### src/rtl/shift_cmd_ctrl.sv
// ---------------------------------------------------------------------------
// shift_cmd_ctrl
//
// Command sequencer for a free-running universal shift register. One command
// is taken per transaction: a parallel load (or clear) is issued, followed by
// `amt` single-bit shift cycles. The register output is then returned on a
// valid/ready result channel.
//
// Build option:
//   SHIFT_CMD_ROTATE_EN  defined   : ROL/ROR feed Q back into SL/SR.
//                        undefined : ROL runs as SLL, ROR runs as SRL.
//
// Ports:
//   clk, rst_n            clock, asynchronous active-low reset
//   cmd_valid/cmd_ready   command handshake (ready only in IDLE)
//   cmd_op, cmd_amt,      operation, shift count, load word
//   cmd_data
//   S1, S0, SL, SR        register mode and serial fill bits
//   PData, shreg_clear    parallel load word, synchronous clear pulse
//   Q                     register output fed back
//   res_valid/res_ready   result handshake
//   res_data              final register contents (pass-through of Q)
//   busy                  high outside IDLE
//
// State  | meaning
// -------+-----------------------------------------------------------
// IDLE   | waiting for a command, cmd_ready high
// LOAD   | one cycle of parallel load (or clear for CLR)
// SHIFT  | one single-bit shift per cycle, counter counts down to 1
// DONE   | register held, result offered until res_ready
// ---------------------------------------------------------------------------
module shift_cmd_ctrl #(
  parameter int WIDTH = 32,
  parameter int AMT_W = 5
) (
  input  logic             clk,
  input  logic             rst_n,
  input  logic             cmd_valid,
  output logic             cmd_ready,
  input  logic [2:0]       cmd_op,
  input  logic [AMT_W-1:0] cmd_amt,
  input  logic [WIDTH-1:0] cmd_data,
  output logic             S1,
  output logic             S0,
  output logic             SL,
  output logic             SR,
  output logic [WIDTH-1:0] PData,
  output logic             shreg_clear,
  input  logic [WIDTH-1:0] Q,
  output logic             res_valid,
  input  logic             res_ready,
  output logic [WIDTH-1:0] res_data,
  output logic             busy
);

  localparam logic [2:0] OP_LOAD  = 3'b000;
  localparam logic [2:0] OP_SLL   = 3'b001;
  localparam logic [2:0] OP_SRL   = 3'b010;
  localparam logic [2:0] OP_SRA   = 3'b011;
  localparam logic [2:0] OP_ROL   = 3'b100;
  localparam logic [2:0] OP_ROR   = 3'b101;
  localparam logic [2:0] OP_CLR   = 3'b110;

  typedef enum logic [1:0] {
    ST_IDLE  = 2'd0,
    ST_LOAD  = 2'd1,
    ST_SHIFT = 2'd2,
    ST_DONE  = 2'd3
  } state_e;

  state_e           state_q, state_d;
  logic [2:0]       op_q, op_d;
  logic [AMT_W-1:0] cnt_q, cnt_d;
  logic [WIDTH-1:0] data_q, data_d;

  function automatic logic is_shift_op(input logic [2:0] op);
    return (op >= OP_SLL) && (op <= OP_ROR);
  endfunction

  always_ff @(posedge clk or negedge rst_n) begin
    if (!rst_n) begin
      state_q <= ST_IDLE;
      op_q    <= OP_LOAD;
      cnt_q   <= '0;
      data_q  <= '0;
    end else begin
      state_q <= state_d;
      op_q    <= op_d;
      cnt_q   <= cnt_d;
      data_q  <= data_d;
    end
  end

  always_comb begin
    state_d     = state_q;
    op_d        = op_q;
    cnt_d       = cnt_q;
    data_d      = data_q;
    S1          = 1'b0;
    S0          = 1'b0;
    SL          = 1'b0;
    SR          = 1'b0;
    shreg_clear = 1'b0;
    res_valid   = 1'b0;
    cmd_ready   = 1'b0;
    busy        = 1'b1;

    case (state_q)
      ST_IDLE: begin
        cmd_ready = 1'b1;
        busy      = 1'b0;
        if (cmd_valid) begin
          op_d    = cmd_op;
          data_d  = cmd_data;
          // Non-shift ops ignore the amount, so a zero count routes LOAD -> DONE.
          cnt_d   = is_shift_op(cmd_op) ? cmd_amt : '0;
          state_d = ST_LOAD;
        end
      end

      ST_LOAD: begin
        if (op_q == OP_CLR) begin
          shreg_clear = 1'b1;
        end else begin
          S1 = 1'b1;
          S0 = 1'b1;
        end
        state_d = (cnt_q != '0) ? ST_SHIFT : ST_DONE;
      end

      ST_SHIFT: begin
        cnt_d = cnt_q - AMT_W'(1);
        case (op_q)
          OP_SLL: S1 = 1'b1;
          OP_ROL: begin
            S1 = 1'b1;
`ifdef SHIFT_CMD_ROTATE_EN
            SL = Q[WIDTH-1];
`endif
          end
          OP_SRL: S0 = 1'b1;
          OP_SRA: begin
            S0 = 1'b1;
            SR = Q[WIDTH-1];
          end
          OP_ROR: begin
            S0 = 1'b1;
`ifdef SHIFT_CMD_ROTATE_EN
            SR = Q[0];
`endif
          end
          default: ;
        endcase
        if (cnt_q == AMT_W'(1)) begin
          state_d = ST_DONE;
        end
      end

      ST_DONE: begin
        res_valid = 1'b1;
        if (res_ready) begin
          state_d = ST_IDLE;
        end
      end

      default: state_d = ST_IDLE;
    endcase
  end

  assign PData    = data_q;
  assign res_data = Q;

endmodule

### config.mk
export PLATFORM = sky130hd
export DESIGN_NAME = shift_cmd_ctrl
export DESIGN_NICKNAME = d
export VERILOG_FILES = /design/src/rtl/shift_cmd_ctrl.sv
export SDC_FILE = /design/constraint.sdc
export NUM_CORES = 1
export LEC_CHECK = 0
export BUFFER_PORTS_ARGS = -buffer_cell sky130_fd_sc_hd__buf_2
export CELL_PAD_IN_SITES_DETAIL_PLACEMENT = 0
export CELL_PAD_IN_SITES_GLOBAL_PLACEMENT = 1
export CORE_MARGIN = 2
export CORE_UTILIZATION = 34
export CTS_BUF_LIST = sky130_fd_sc_hd__clkbuf_4 sky130_fd_sc_hd__clkbuf_8
export CTS_CLUSTER_SIZE = 14
export DETAILED_ROUTE_END_ITERATION = 12
export HOLD_SLACK_MARGIN = 0.1
export PLACE_DENSITY_LB_ADDON = 0.1
export SLEW_MARGIN = 25
export SYNTH_ARGS = -nofsm -noshare
export SYNTH_HDL_FRONTEND = slang
export SYNTH_SLANG_ARGS = --single-unit
### constraint.sdc
create_clock -name clk -period 5.41 [get_ports clk]
set_input_delay 0.8115 -clock clk [delete_from_list [all_inputs] [get_ports clk]]
set_output_delay 0.8115 -clock clk [all_outputs]
set_load 0.01 [all_outputs]
Yosys cells after proc, flatten, opt, wreduce, memory -nomap -nowiden:

Cells that the tools add are included.

* register bits: 42
* output and inout port bits: 72

* $add $sub $neg: 1
* $lt $le $gt $ge: 2
* mux-type cells: 20
* eq/ne operators: 13
* reduce and logical (&&, ||, !) cells: 9

Operators by type and width (number)
* two-way mux 1 bit: 11
* two-way mux 5 bit: 2
* case mux 5 bit (2 select lines): 1
* equality test 3 bit (second input constant): 3
* case mux 2 bit (4 select lines): 1
* equality test 3 x 2 -> 1 bit (second input constant): 2
* two-way mux 2 bit: 3
* != test 2 bit (second input constant): 3
* equality test 5 x 1 -> 1 bit (second input constant): 1
* nonzero test 5 bit: 1
* subtractor 5 x 1 -> 5 bit (second input constant): 1
* equality test 2 bit (second input constant): 2
* case mux 1 bit (2 select lines): 2
* AND reduction 2 bit: 2
* equality test 3 x 1 -> 1 bit (second input constant): 1
* >= comparator 3 x 1 -> 1 bit (second input constant): 1
* <= comparator 3 bit (second input constant): 1
* AND reduction 3 bit: 1
* OR reduction 3 bit: 1
* equality test 2 x 1 -> 1 bit (second input constant): 1
* logical NOT 2 bit: 1
* nonzero test 2 bit: 1
* OR reduction 2 bit: 1
* logical AND 1 bit: 1

Logic depth before layout (Yosys ltp):

Gate-level depths: netlist of run 1.

* word-level depth: 5
* mapped depth: 6
* mapped depth without buffers: 5

Least setup slack after synthesis of run 1:

OpenSTA, ideal clock, no wires.

* kind: register to output
* start point: register state_q[0]
* end point: output S1
* path slack: 3.003 ns
* buffers on the path: 1
* cell stages (with the launch flop): 6
* data required time: 4.599 ns
* arrival time: 1.595 ns
* path through: dfrtp_1 -> inv_1 -> ha_1 -> clkbuf_1 -> o211ai_1 -> a221oi_1

* cells in the longest elaborated chain, start to end: 2
* elaborated cells between the ends (all ways): 3

Ends and longest elaborated chain
* from (decl): line 71 `state_e state_q, state_d;`
* from (signal assigned): line 87 `state_q <= state_d;`
* equality test 2 bit or equality test 2 x 1 -> 1 bit (tied branches): line 108 `case (state_q)`
* case mux 1 bit (2 select lines) (*): line 108
* to (decl): line 43 `output logic S1,`

Mark *: on every way between the ends. The rest lies on a longest branch, timed or not.

Worst setup path after layout of run 1:

Same ends and word-level chain as after synthesis.

==> results of run 1 <==
==> layer usage <==
metal	vias up	global-route usage [%]
li1	710	-
met1	709	15.3
met2	79	22.5
met3	16	5.90
met4	0	5.19
met5	-	0
==> cells in the mapped netlist, types with 2 or more instances <==
| master | count |
|---|---|
| a21oi_1 | 5 |
| a2bb2oi_1 | 3 |
| a32oi_1 | 2 |
| buf_2 | 3 |
| buf_4 | 33 |
| clkbuf_1 | 2 |
| dfrtp_1 | 42 |
| ha_1 | 7 |
| inv_1 | 10 |
| mux2_1 | 4 |
| mux2_2 | 33 |
| nand2_1 | 5 |
| nand3_1 | 2 |
| nand3b_1 | 2 |
| nand4_1 | 3 |
| nor2_1 | 6 |
| nor2b_1 | 3 |
| o21ai_0 | 2 |
==> final timing paths <==
kind	from	end	cells after the start	slack, ns
max	state_q[0]	S1	5	2.60
min	rst_n	PData[15]	1	0.49
max reg2reg	state_q[0]	cnt_q[2]	5	3.46
min reg2reg	PData[19]	PData[19]	1	0.49
max in group asynchronous	rst_n	state_q[1]	1	4.55
min in group clk	PData[19]	PData[19]	1	0.49
==> power breakdown <==
group	switching [mW]	total, mW	internal, mW
clock network	0.105	0.208	0.103
logic	0.346	0.703	0.357
registers	0.104	0.581	0.477
total	0.556	1.49	0.936
==> state kept, by name, indices dropped and copies added, names as in the netlist <==
register	cells
PData	32
cnt_q	5
op_q	3
state_q	2
==> logic make-up after synthesis <==
logic type,count (synthesis)
buffers and inverters,48
flip-flops,42
multiplexers,38
AND/OR/NAND/NOR,30
AO/OA/AOI/OAI,18
adder cells (fa/ha/maj),7
other,1
==> worst register-to-register path: stages, from the launching register on <==
cell and delay (ns):
dfrtp_1 0.40, inv_1 0.11, ha_1 0.43, mux2_2 0.45, and4_1 0.21, a221o_1 0.25
==> layout make-up <==
type	count	area, µm²	area share, %
sequential	42	1050	41.1
multi-input combinational	94	848	33.2
timing repair buffer	85	430	16.8
tap	77	96.3	3.77
clock buffer	6	82.6	3.23
inverter	10	37.5	1.47
clock inverter	2	12.5	0.489
==> PnR_summary.wiki, run 1 <==
{| class="wikitable"
! Metric !! Value
|-
| Hold Buf Count CTS || 0
|-
| Kind of end point of the critical path || output port
|-
| Instance count of the mapped netlist || 184
|-
| Share of synthesized registers carrying an async set or reset || 100%
|-
| H-tree levels || 2
|-
| Synth Area per Inst || 12.0 µm²
|-
| Post-place instance area || 0.00246 mm²
|-
| Placeable core region || 0.00631 mm²
|-
| Final critical-path required period || 2.81 ns
|-
| Most common library cell in the layout ignoring fill and taps || buf_2
|-
| EDFF count, synth || 0
|-
| Worst Setup Path Type || reg -> out
|-
| Cells taking the most area after synthesis || dfrtp_1 (48%), mux2_2 (17%), buf_4 (11%)
|-
| Cell with the largest stage delay on the worst path || ha_1
|-
| Leading cell types in the layout, fill and taps excluded || buf_2 (83), dfrtp_1 (42), mux2_2 (33)
|-
| Unrepaired setup endpoints after global routing || no
|-
| Root buffer cell || clkbuf_8
|-
| Post-synthesis xor/xnor area fraction || 0%
|-
| CP peak stage delay || 0.57 ns
|-
| Tightest Hold Check Type || in -> async
|-
| Relative slew margins || 59.2%
|-
| Largest net degree at the start of global routing || 43
|-
| Ratio of cells with drive above 1 in the final layout || 54.0%
|-
| Worst-path clk slew || 0.08 ns
|-
| Non-filler cells in the finished layout || 316
|-
| Post-route DRC violation count || 0
|-
| Gates resized, CTS repair || 0
|-
| Highest clock frequency the design can meet || 0.356 GHz
|-
| Number of diodes added for antenna fixing || 0
|-
| Layout Nets || 321
|-
| Insertion delay of the later-clocked pin in the worst-skew pair || 0.28 ns
|-
| Routed length on met2 || 2320 µm
|-
| Placed Cells incl. Taps || 308
|-
| Wire length on met3 || 478 µm
|-
| Compound-Gate Fraction of Synth Area || 6.97%
|-
| Setup Slack @ Placement || 2.89 ns
|-
| Avg Vias per Cell || 4.79
|-
| # Max-Cap Violations || 0
|-
| Largest fanout on the critical path || 15
|-
| Critical path startpoint category || flop
|-
| Detail Placement HPWL || 3610 µm
|-
| Simple-gate portion of the synthesized area || 7.99%
|-
| Most instantiated flip-flop cell in the synthesis netlist || dfrtp_1
|-
| Yosys cell types || 35
|-
| Boundary pin count || 148
|-
| Via count of the first global-routing pass || 1584
|-
| Wire length of the first global-routing pass || 7760 µm
|-
| Adder and majority cell fraction of the synthesized area || 3.97%
|-
| # setup viols final || 0
|-
| GR Overflow Total || 0
|-
| Inserted Clock Buffers || 5
|-
| Synthesized netlist net count || 267
|-
| Arrival time at the worst endpoint || 2.00 ns
|-
| Total number of vias || 1514
|-
| Required time at the worst-slack endpoint || 4.60 ns
|-
| Final core utilization || 40.5%
|-
| Total negative setup slack || 0 ns
|-
| Global-route usage over all layers || 13.5%
|-
| Post-synthesis instance area || 0.00221 mm²
|-
| Row Count || 29
|-
| Drt first-iter violations || 30
|-
| CP cell instances || inv_1 -> ha_1 -> o211ai_1 -> a221oi_1 -> buf_2
|-
| Clock tree from TritonCTS || yes
|-
| Post-DRT Antenna Nets || 0
|-
| #FFs+latches synth || 42
|-
| Synth-to-Final Area Change || 15.9%
|-
| Hold Vio Cnt, Final || 0
|-
| Result of the run || finished clean
|-
| Cell accounting for the most synthesized area || dfrtp_1
|-
| Area fraction of the dominant cell type after synthesis || 47.6%
|-
| Initial core utilization || 35.0%
|-
| Total of fill cells in the finished design || 638
|-
| Detailed Route WL || 4800 µm
|-
| Final Slew Violations || 0
|-
| Total power divided by cell area || 583 mW/mm²
|-
| Smallest setup slack after layout || 2.60 ns
|-
| Number of detailed-routing iterations run before antenna repair || 4
|-
| Final hold slack || 0.493 ns
|-
| Static power due to leakage || 1.26 nW
|-
| Met1 Routed Length || 1900 µm
|-
| Least-Margin Pin Slew || 0.612 ns
|-
| Full die area || 0.00715 mm²
|-
| Clock Skews || 0.00546 ns
|-
| Multiplexer share of the synthesized area || 19.3%
|-
| Crit-path leading delay family || adder cells
|-
| Clock tree sinks || 42
|-
| Height of the die || 84.6 µm
|-
| Number of antenna violations at the first check in global routing || 0
|-
| Overall power of the completed layout || 1.49 mW
|-
| Share of the yosys chip area belonging to registers || 47.6%
|-
| Die width || 84.6 µm
|-
| Peak VDD IR || 0.212 mV
|-
| Largest family of logic cells by synthesized area || multiplexers
|-
| Final clock period utilization by the worst path || 51.9%
|-
| CTS Buffer Depth || 2
|-
| Yosys Warn Count || 0
|-
| Buffers plus inverters on the worst setup path || 2
|-
| Routed length per placed instance || 15.2 µm
|-
| Number of I/O port buffers || 84
|-
| Final GP Congestion || 0.770
|-
| Max Used Layer || met4
|-
| Post-route standard cell area excluding fillers || 0.00256 mm²
|-
| Number of setup buffers added after CTS || 0
|}
Power figures use the tool's default switching activity.
==> run 2: changes to the inputs <==
--- a/config.mk
+++ b/config.mk
@@ -9,7 +9,7 @@
 export CELL_PAD_IN_SITES_DETAIL_PLACEMENT = 0
 export CELL_PAD_IN_SITES_GLOBAL_PLACEMENT = 1
 export CORE_MARGIN = 2
-export CORE_UTILIZATION = 34
+export CORE_UTILIZATION = 31
 export CTS_BUF_LIST = sky130_fd_sc_hd__clkbuf_4 sky130_fd_sc_hd__clkbuf_8
 export CTS_CLUSTER_SIZE = 14
 export DETAILED_ROUTE_END_ITERATION = 12
==> constraint.sdc (replaced) <==
create_clock -name clk -period 2.9 [get_ports clk]
set_input_delay 0.435 -clock clk [delete_from_list [all_inputs] [get_ports clk]]
set_output_delay 0.435 -clock clk [all_outputs]
set_load 0.01 [all_outputs]
==> PnR_summary.wiki, run 2 (synthesis gave the netlist of run 1 again) <==
{| class="wikitable"
! Metric !! Value
|-
| Layout Nets || 321 (unchanged)
|-
| Final clock period utilization by the worst path || 83.6%
|-
| Gates resized, CTS repair || 0 (unchanged)
|-
| Highest clock frequency the design can meet || 0.412 GHz
|-
| Number of antenna violations at the first check in global routing || 0 (unchanged)
|-
| Unrepaired setup endpoints after global routing || no
|-
| Static power due to leakage || 1.26 nW (-0.24%)
|-
| Kind of end point of the critical path || output port
|-
| Die width || 88.4 µm (+4.5%)
|-
| Total of fill cells in the finished design || 726 (+14%)
|-
| Worst-case reg-to-reg path depth || 5 (unchanged)
|-
| Required time at the worst-slack endpoint || 2.47 ns (-2.13 ns)
|-
| Hold Vio Cnt, Final || 0 (unchanged)
|-
| Wire length of the first global-routing pass || 7470 µm (-3.7%)
|-
| CTS Buffer Depth || 2 (unchanged)
|-
| Global-route usage over all layers || 12.3% (-1.2 points)
|-
| H-tree levels || 2 (unchanged)
|-
| Clock tree sinks || 42 (unchanged)
|-
| Total number of vias || 1500 (-0.92%)
|-
| # setup viols final || 0 (unchanged)
|-
| Insertion delay of the later-clocked pin in the worst-skew pair || 0.29 ns (about the same)
|-
| Detailed Route WL || 4860 µm (+1.4%)
|-
| Tightest Hold Check Type || in -> async
|-
| Smallest setup slack after layout || 0.476 ns (-2.13 ns)
|-
| Via count of the first global-routing pass || 1537 (-3.0%)
|-
| Largest net degree at the start of global routing || 43 (unchanged)
|-
| Ratio of cells with drive above 1 in the final layout || 54.0% (unchanged)
|-
| Post-route DRC violation count || 0 (unchanged)
|-
| Peak VDD IR || 0.334 mV (+58%)
|-
| Placeable core region || 0.00683 mm² (+8.2%)
|-
| Least-Margin Pin Slew || 0.588 ns (-0.0240 ns)
|-
| Detail Placement HPWL || 3590 µm (-0.67%)
|-
| # Max-Cap Violations || 0 (unchanged)
|-
| Hold Buf Count CTS || 0 (unchanged)
|-
| Grt met2 use || 18.9% (-3.7 points)
|-
| Boundary pin count || 148 (unchanged)
|-
| Final GP Congestion || 0.721 (-6.4%)
|-
| GR Overflow Total || 0 (unchanged)
|-
| Total power divided by cell area || 1070 mW/mm² (+84%)
|-
| Global-route track usage on met1 || 14.8% (-0.45 points)
|-
| Final Slew Violations || 0 (unchanged)
|-
| Post-DRT Antenna Nets || 0 (unchanged)
|-
| Worst-path clk slew || 0.09 ns (about the same)
|-
| Routed length per placed instance || 14.5 µm (-4.3%)
|-
| Drt first-iter violations || 34 (+13%)
|-
| Clock Skews || 0.00561 ns (+0.000151 ns)
|-
| Setup Slack @ Placement || 0.780 ns (-2.11 ns)
|-
| Relative slew margins || 60.8% (+1.6 points)
|-
| Final critical-path required period || 2.42 ns
|-
| Full die area || 0.00781 mm² (+9.2%)
|-
| Root buffer cell || clkbuf_8
|-
| Critical path startpoint category || flop
|-
| Avg Vias per Cell || 4.48 (-6.5%)
|-
| Most common library cell in the layout ignoring fill and taps || buf_2
|-
| Leading cell types in the layout, fill and taps excluded || buf_2 (83), dfrtp_1 (42), mux2_2 (33)
|-
| Clock tree from TritonCTS || yes
|-
| Worst Setup Path Type || reg -> out
|-
| Met3 layer usage reported by global route || 6.81% (+0.91 points)
|-
| Height of the die || 88.4 µm (+4.5%)
|-
| Flip-flop count of the largest register after layout || 32 (unchanged)
|-
| Row Count || 30 (+3.4%)
|-
| Inserted Clock Buffers || 5 (unchanged)
|-
| Synth-to-Final Area Change || 16.8%
|-
| Initial core utilization || 32.3% (-2.7 points)
|-
| Number of setup buffers added after CTS || 0 (unchanged)
|-
| Total negative setup slack || 0 ns (unchanged)
|-
| Number of I/O port buffers || 84 (unchanged)
|-
| Result of the run || finished clean
|-
| Number of detailed-routing iterations run before antenna repair || 4 (unchanged)
|-
| Arrival time at the worst endpoint || 1.99 ns (about the same)
|-
| Number of diodes added for antenna fixing || 0 (unchanged)
|-
| Gr busiest metal || met2
|-
| Largest fanout on the critical path || 15 (unchanged)
|}
-- run 2: cell types whose count changed in the layout (fill, tap and decap cells not counted) --
cell / previous run / this run
clkbuf_8: 6 / 5
clkinv_4: 0 / 1
-- run 2: worst max-delay path, cell delays in order, from the launching register on --
cell	delay (ns)
dfrtp_1	0.42
inv_1	0.13
ha_1	0.55
o211ai_1	0.16
a221oi_1	0.26
buf_2	0.17
-- run 2: path summary, 6_finish.rpt --
check	from	endpoint	slack [ns]
worst max-delay path	state_q[0]	S1	0.48
worst min register to register	PData[20]	PData[20]	0.49
min in group clk	cmd_data[20]	PData[20]	0.34
max in group asynchronous	rst_n	cnt_q[0]	2.39
worst max register to register	state_q[0]	cnt_q[2]	0.97
worst min-delay path	rst_n	cnt_q[2]	0.11
-- run 2: final cells by class --
class	instances	area, µm²	area share, %
clock inverter	3	21.3	0.825
multi-input combinational	94	848	32.9
sequential	42	1050	40.8
timing repair buffer	85	430	16.7
tap	96	120	4.66
inverter	10	37.5	1.46
clock buffer	5	68.8	2.67
-- run 2: power breakdown --
part           switching, mW  total [mW]  leakage, nW  internal [mW]
clock                  0.217       0.387       0.0441          0.169
sequential             0.187        1.08        0.498          0.889
combinational          0.642        1.31        0.714          0.666
total                   1.05        2.77         1.26           1.72
-- run 2: routing by layer --
layer	wire length, µm	up-vias
met2	2240	71
met5	0	-
met4	69	0
li1	-	709
met1	1910	704
met3	648	16
-- run 2: metrics by stage --
stage	util (%)	std cells	hold slack, ns	cell area (µm²)	power (mW)
CTS	37.7	335	0.144	2580	2.83
floorplan	-	184	0.139	2210	2.00
detailed placement	36.4	327	0.477	2490	2.43
global route	37.7	335	0.164	2580	3.01
global placement	36.4	327	0.468	2480	2.43
finish	37.7	335	0.112	2580	2.77
